[src/rtl/pipe_ctrl_pkg.sv]
// ---------------------------------------------------------------------------
// pipe_ctrl_pkg
// Shared definitions for the pipeline sequencing controller:
//   - mem_state_t : states of the SRAM wait FSM (IDLE, ACCESS, DONE)
//   - default values for register-index width, SRAM latency, counter widths
//   - ctrl_word_t / NOP_CTRL : control word that bubble_EXE consumers load
//     into the ID/EXE register when a bubble is inserted
// ---------------------------------------------------------------------------
package pipe_ctrl_pkg;

    localparam int REG_W_DEF       = 5;
    localparam int MEM_LATENCY_DEF = 6;
    localparam int CNT_W_DEF       = 3;
    localparam int PERF_W_DEF      = 16;

    typedef enum logic [1:0] {
        IDLE   = 2'd0,
        ACCESS = 2'd1,
        DONE   = 2'd2
    } mem_state_t;

    // Control fields carried in ID/EXE; a bubble is all-zero, so the
    // injected instruction neither writes registers nor touches SRAM.
    typedef struct packed {
        logic       wb_en;
        logic       mem_r_en;
        logic       mem_w_en;
        logic       branch;
        logic [3:0] exe_cmd;
    } ctrl_word_t;

    localparam ctrl_word_t NOP_CTRL = '0;

endpackage

[src/rtl/mem_wait_fsm.sv]
// ---------------------------------------------------------------------------
// mem_wait_fsm
// Freezes the whole pipeline while a multi-cycle SRAM access sits in MEM.
// A memory instruction stays frozen for MEM_LATENCY+1 cycles (the IDLE cycle
// that detects it plus MEM_LATENCY cycles in ACCESS) and leaves on DONE.
// Ports:
//   clk, rst    : core clock, synchronous active-high reset
//   mem_acc     : MEM instruction reads or writes SRAM
//   freeze_all  : hold every pipeline register
//   mem_done    : one-cycle pulse on the cycle the access completes
// ---------------------------------------------------------------------------
module mem_wait_fsm
    import pipe_ctrl_pkg::*;
#(
    parameter int MEM_LATENCY = MEM_LATENCY_DEF,
    parameter int CNT_W       = CNT_W_DEF
) (
    input  logic clk,
    input  logic rst,
    input  logic mem_acc,
    output logic freeze_all,
    output logic mem_done
);

    localparam logic [CNT_W-1:0] CNT_LOAD = CNT_W'(MEM_LATENCY - 1);

    mem_state_t       state;
    logic [CNT_W-1:0] cnt;

    // State register and latency counter. DONE never waits, so a memory op
    // arriving right behind the previous one is picked up in IDLE on the
    // following cycle without any lost cycle.
    always_ff @(posedge clk) begin
        if (rst) begin
            state <= IDLE;
            cnt   <= '0;
        end else begin
            case (state)
                IDLE: begin
                    if (mem_acc) begin
                        state <= ACCESS;
                        cnt   <= CNT_LOAD;
                    end
                end
                ACCESS: begin
                    if (cnt == '0) begin
                        state <= DONE;
                    end else begin
                        cnt <= cnt - CNT_W'(1);
                    end
                end
                DONE: begin
                    state <= IDLE;
                end
                default: begin
                    state <= IDLE;
                    cnt   <= '0;
                end
            endcase
        end
    end

    // The freeze must already be visible in the IDLE cycle that first sees
    // the access, so it is decoded from the state rather than registered.
    always_comb begin
        freeze_all = 1'b0;
        mem_done   = 1'b0;
        if (!rst) begin
            freeze_all = (state == ACCESS) || ((state == IDLE) && mem_acc);
            mem_done   = (state == DONE);
        end
    end

endmodule

[src/rtl/pipe_hazard_ctrl.sv]
// ---------------------------------------------------------------------------
// pipe_hazard_ctrl
// Stall / freeze / bubble / flush controller for the 5-stage core.
// Build option: define PIPE_FORWARDING_EN when the forwarding unit is
// present; then only load-use hazards stall. Without it every RAW against
// the EXE or MEM instruction stalls (up to two bubbles).
// Ports:
//   clk, rst                       : core clock, synchronous active-high reset
//   src1_ID, src2_ID, two_src_ID   : source operands of the ID instruction
//   dest_EXE, WB_EN_EXE, MEM_R_EN_EXE : EXE instruction destination/controls
//   dest_MEM, WB_EN_MEM            : MEM instruction destination/write enable
//   MEM_R_EN_MEM, MEM_W_EN_MEM     : MEM instruction SRAM access
//   branch_taken                   : branch resolved taken in EXE
//   freeze_all    : hold every pipeline register (SRAM busy)
//   freeze_front  : hold PC and IF/ID
//   bubble_EXE    : load NOP_CTRL into ID/EXE
//   flush         : squash IF/ID and ID/EXE
//   mem_done      : SRAM access complete pulse
//   stall_cycles  : saturating count of freeze_front cycles
// ---------------------------------------------------------------------------
module pipe_hazard_ctrl
    import pipe_ctrl_pkg::*;
#(
    parameter int REG_W       = REG_W_DEF,
    parameter int MEM_LATENCY = MEM_LATENCY_DEF,
    parameter int CNT_W       = CNT_W_DEF,
    parameter int PERF_W      = PERF_W_DEF
) (
    input  logic              clk,
    input  logic              rst,
    input  logic [REG_W-1:0]  src1_ID,
    input  logic [REG_W-1:0]  src2_ID,
    input  logic              two_src_ID,
    input  logic [REG_W-1:0]  dest_EXE,
    input  logic              WB_EN_EXE,
    input  logic              MEM_R_EN_EXE,
    input  logic [REG_W-1:0]  dest_MEM,
    input  logic              WB_EN_MEM,
    input  logic              MEM_R_EN_MEM,
    input  logic              MEM_W_EN_MEM,
    input  logic              branch_taken,
    output logic              freeze_all,
    output logic              freeze_front,
    output logic              bubble_EXE,
    output logic              flush,
    output logic              mem_done,
    output logic [PERF_W-1:0] stall_cycles
);

    logic              mem_acc;
    logic              match_exe;
    logic              haz;
    logic [PERF_W-1:0] stall_cnt;

    assign mem_acc   = MEM_R_EN_MEM | MEM_W_EN_MEM;
    assign match_exe = (src1_ID == dest_EXE) | (two_src_ID & (src2_ID == dest_EXE));

`ifdef PIPE_FORWARDING_EN
    // Forwarding covers everything except a load whose data is not yet back.
    logic unused_mem_fields;
    assign unused_mem_fields = ^{dest_MEM, WB_EN_MEM};
    assign haz = WB_EN_EXE & MEM_R_EN_EXE & match_exe;
`else
    // No forwarding: wait until neither in-flight writer matches a source.
    logic match_mem;
    logic unused_exe_load;
    assign unused_exe_load = MEM_R_EN_EXE;
    assign match_mem = (src1_ID == dest_MEM) | (two_src_ID & (src2_ID == dest_MEM));
    assign haz       = (WB_EN_EXE & match_exe) | (WB_EN_MEM & match_mem);
`endif

    mem_wait_fsm #(
        .MEM_LATENCY (MEM_LATENCY),
        .CNT_W       (CNT_W)
    ) u_mem_wait (
        .clk        (clk),
        .rst        (rst),
        .mem_acc    (mem_acc),
        .freeze_all (freeze_all),
        .mem_done   (mem_done)
    );

    // Priority: a frozen pipeline holds its inputs, so branch and hazard are
    // simply re-evaluated once the freeze lifts. A taken branch squashes the
    // ID instruction, which makes any hazard it carries irrelevant.
    always_comb begin
        freeze_front = 1'b0;
        bubble_EXE   = 1'b0;
        flush        = 1'b0;
        if (!rst) begin
            if (freeze_all) begin
                freeze_front = 1'b1;
            end else if (branch_taken) begin
                flush = 1'b1;
            end else if (haz) begin
                freeze_front = 1'b1;
                bubble_EXE   = 1'b1;
            end
        end
    end

    // Stall counter sticks at all-ones instead of wrapping.
    always_ff @(posedge clk) begin
        if (rst) begin
            stall_cnt <= '0;
        end else if (freeze_front && (stall_cnt != '1)) begin
            stall_cnt <= stall_cnt + PERF_W'(1);
        end
    end

    assign stall_cycles = rst ? '0 : stall_cnt;

endmodule

[config.mk]
export PLATFORM = sky130hd
export DESIGN_NAME = pipe_hazard_ctrl
export DESIGN_NICKNAME = d
export VERILOG_FILES = /design/src/rtl/pipe_ctrl_pkg.sv /design/src/rtl/mem_wait_fsm.sv /design/src/rtl/pipe_hazard_ctrl.sv
export SDC_FILE = /design/constraint.sdc
export NUM_CORES = 1
export LEC_CHECK = 0
export ABC_AREA = 1
export CAP_MARGIN = 20
export CELL_PAD_IN_SITES_DETAIL_PLACEMENT = 0
export CELL_PAD_IN_SITES_GLOBAL_PLACEMENT = 1
export CORE_MARGIN = 1.5
export CORE_UTILIZATION = 28
export DETAILED_ROUTE_END_ITERATION = 16
export HOLD_SLACK_MARGIN = 0.08
export PLACE_DENSITY_LB_ADDON = 0.25
export SETUP_SLACK_MARGIN = 0.02
export SLEW_MARGIN = 20
export SYNTH_ARGS = -nofsm -noshare
export SYNTH_HDL_FRONTEND = slang
export SYNTH_SLANG_ARGS = --single-unit
[constraint.sdc]
create_clock -name clk -period 1.8 [get_ports clk]
set_input_delay 0.45 -clock clk [delete_from_list [all_inputs] [get_ports clk]]
set_output_delay 0.45 -clock clk [all_outputs]
set_load 0.01 [all_outputs]
==> impl_results.md <==
- Period Utilization, post-route: 100.5%
- Clk slew on worst S/H paths: 0.08 ns
- Slew Viols, Final: 0
- Final-stage net count: 397
- Slew HR: 60.35%
- Global-route wire length before repair: 7.465 mm
- Clk sink count: 21
- Final cell count without fillers: 439
- Hold/Removal Path Class: register to register
- EDFF count, synth: 0
- Layout Skew: 0.004113 ns
- Critical Path Sink Type: primary output
- CP top delay family: simple AND/OR/NAND/NOR gates
- DP HPWL: 3.472 mm
- CTS root buf: clkbuf_8
- Fill cell count: 657
- Synth Flop Type: dfxtp_1
- Port-buffer cells: 48
- Power Density: 543.0 nW/um^2
- CTS tree: done
- CP Buf/Inv Count: 4
- Required @ worst endpoint: 1.35 ns
- CTS H-tree depth: 1
- YS warnings: 0
- Final min period: 1.809 ns
- Mean Syn Cell Area: 5.509 sq um
- Worst vdd ir: 0.2215 mV
- Post-synth top area cell: dfxtp_1
- TritonCTS Buffers: 3
- # rows: 28
- Post-synth top area share: 25.02%
- # diodes: 0
- Crit path max fanout: 3
- Hold_buf cts: 0
- Leak Pwr: 1.319 nW
- Routed len/inst: 9.692 microns
- Post-Syn Area: 1680 sq um
- Critical-path top delay cell: nor2_4
- Routed vias/inst: 4.235
- Cell with the most instances after synthesis: nand2_1
- Setup ws final: -0.008824 ns
- GRT overflow: 0
- Hold_ws: 0.4793 ns
- Fmax: 552.8 MHz
- Final Power: 0.001340 W
- Pre-antenna DRT Iters: 4
- Area grow syn2layout: 46.91%
- Starting Density: 28.72%
- Fraction of layout cells with a size suffix above 1: 27.75%
- WL final: 4.255 mm
- Initial antenna violation count: 0
- Worst slew pin tran: 0.5886 ns
- Ranking of synthesized cells by area: dfxtp_1, nand2_1, nor2_1
- Core area: 5851 sq um
- Initial DRC count: 51
- DRC viols: 0
- Yosys cell types: 28
- Die Ht: 80.47 microns
- Post-synthesis sequential area ratio: 25.02%
- Post-DRT Antenna Nets: 0
- Vias in the first global route: 1,817
- Most instantiated cells after synthesis: nand2_1, nor2_1, inv_1
- Worst-skew pair later-pin latency: 0.26 ns
- I/O pin cnt: 50
- Post-Place Cells: 434
- Status: finished with violations
- Synth Instances: 305
- Die ar.: 6475 sq um
- Via count: 1,859
- Max Cap Viol: 0
- Worst setup SP type: input pin
- Syn_nets: 337
- Largest net degree at the start of global routing: 24
- Clock Path Buffers: 2
- RSZ-0062 raised after global routing: true
- Final Hold Fails: 0
- Total GRT Usage: 14.40%
- Crit Path Class: input pin to primary output
- Setup TNS: -0.008824 ns
- CP arrival: 1.36 ns
- CP max stage delay: 0.11 ns
- Routability cong.: 0.8002
- CP Cell Sequence: buf_6 -> inv_2 -> nand2_1 -> nand2_2 -> nor2_4 -> nand3_2 -> nand2_1 -> nand2_1 -> nand2_1 -> nand2_2 -> nand2_2 -> nand2_2 -> inv_2 -> buf_6
- # setup viols final: 1
- Synthesized flop and latch total: 21
- Violated checks: setup timing
- FFs w/ async S/R, synth: 0%
- Die Wd: 80.47 microns
state kept, by name (all words and copies together), names as in the netlist:
register,cells
u_mem_wait.state,2
stall_cnt,16
u_mem_wait.cnt,3
final timing paths:
kind | from | to | slack (ns) | cells past startpoint
max | src1_ID[4] | freeze_front | -0.009 | 14
min | stall_cnt[0]$_SDFFE_PP0P_ | stall_cnt[0]$_SDFFE_PP0P_ | 0.48 | 1
max reg2reg | stall_cnt[1]$_SDFFE_PP0P_ | stall_cnt[11]$_SDFFE_PP0P_ | 0.21 | 12
min reg2reg | stall_cnt[0]$_SDFFE_PP0P_ | stall_cnt[0]$_SDFFE_PP0P_ | 0.48 | 1
cells in the final DEF, fill, tap and decap left out, types with 3 or more instances in the layout:
cell             instances
buf_4                   11
o21ai_0                  6
inv_1                   34
nand3_1                 17
buf_6                   14
buf_2                    5
dfxtp_1                 18
nand4_1                  4
inv_4                    5
a21oi_1                 10
nand2_2                 17
nor2_1                  57
clkbuf_8                 3
nand3_2                  4
xnor2_1                  3
dfxtp_2                  3
clkdlybuf4s15_1          4
nor2_2                   6
inv_2                   16
nor2_4                   3
dlygate4sd2_1           17
buf_8                    5
nand2_1                 82
stage by stage:
stage | worst slack (ns) | cell area, sq um | util, %
floorplan | 0.02554 | 1687 | -
global placement | -0.9788 | 2322 | 39.69
detailed placement | -0.9609 | 2322 | 39.69
CTS | -0.04238 | 2356 | 40.27
global route | -0.1377 | 2469 | 42.19
finish | -0.008824 | 2469 | 42.19
routing by layer:
| metal | routed length, microns | GRT usage (%) | vias to the layer above |
|---|---|---|---|
| met4 | 25 | 3.103 | 0 |
| met3 | 157 | 2.273 | 2 |
| met5 | 0 | 0 | - |
| li1 | - | - | 1038 |
| met1 | 1925 | 16.06 | 787 |
| met2 | 2145 | 28.15 | 32 |
power by group:
group          switching [W]  internal (W)
combinational       0.000260      0.000231
clock               0.000151      0.000157
sequential         0.0000304      0.000511
cells by family (layout without fill, tap and decap cells):
group | after synthesis | after routing | share of synthesized area [%]
adders and majority gates | 3 | 3 | 2.234
DFF | 21 | 21 | 25.02
xor gates and xnor gates | 3 | 3 | 1.564
buffers and inverters | 61 | 120 | 14.30
and+or+nand+nor | 200 | 200 | 51.68
AOI/OAI and AO/OA | 17 | 17 | 5.213
final cells by class:
type	count	area [sq um]	area share [%]
inverter	56	222.7	9.022
tap	75	93.84	3.801
timing repair buffer	60	581.8	23.57
sequential	21	424.2	17.18
clock buffer	4	45.04	1.825
multi-input combinational	223	1101	44.60
repair_timing:
| item | CTS | global route |
|---|---|---|
| setup buffers | 1 | 0 |
| pin swaps | 32 | 29 |
| endpoints found under the setup margin | 37 | 12 |
| resized for setup | 165 | 39 |
| cloned | 0 | 0 |
No activity file was read; power rests on OpenSTA's default activity.
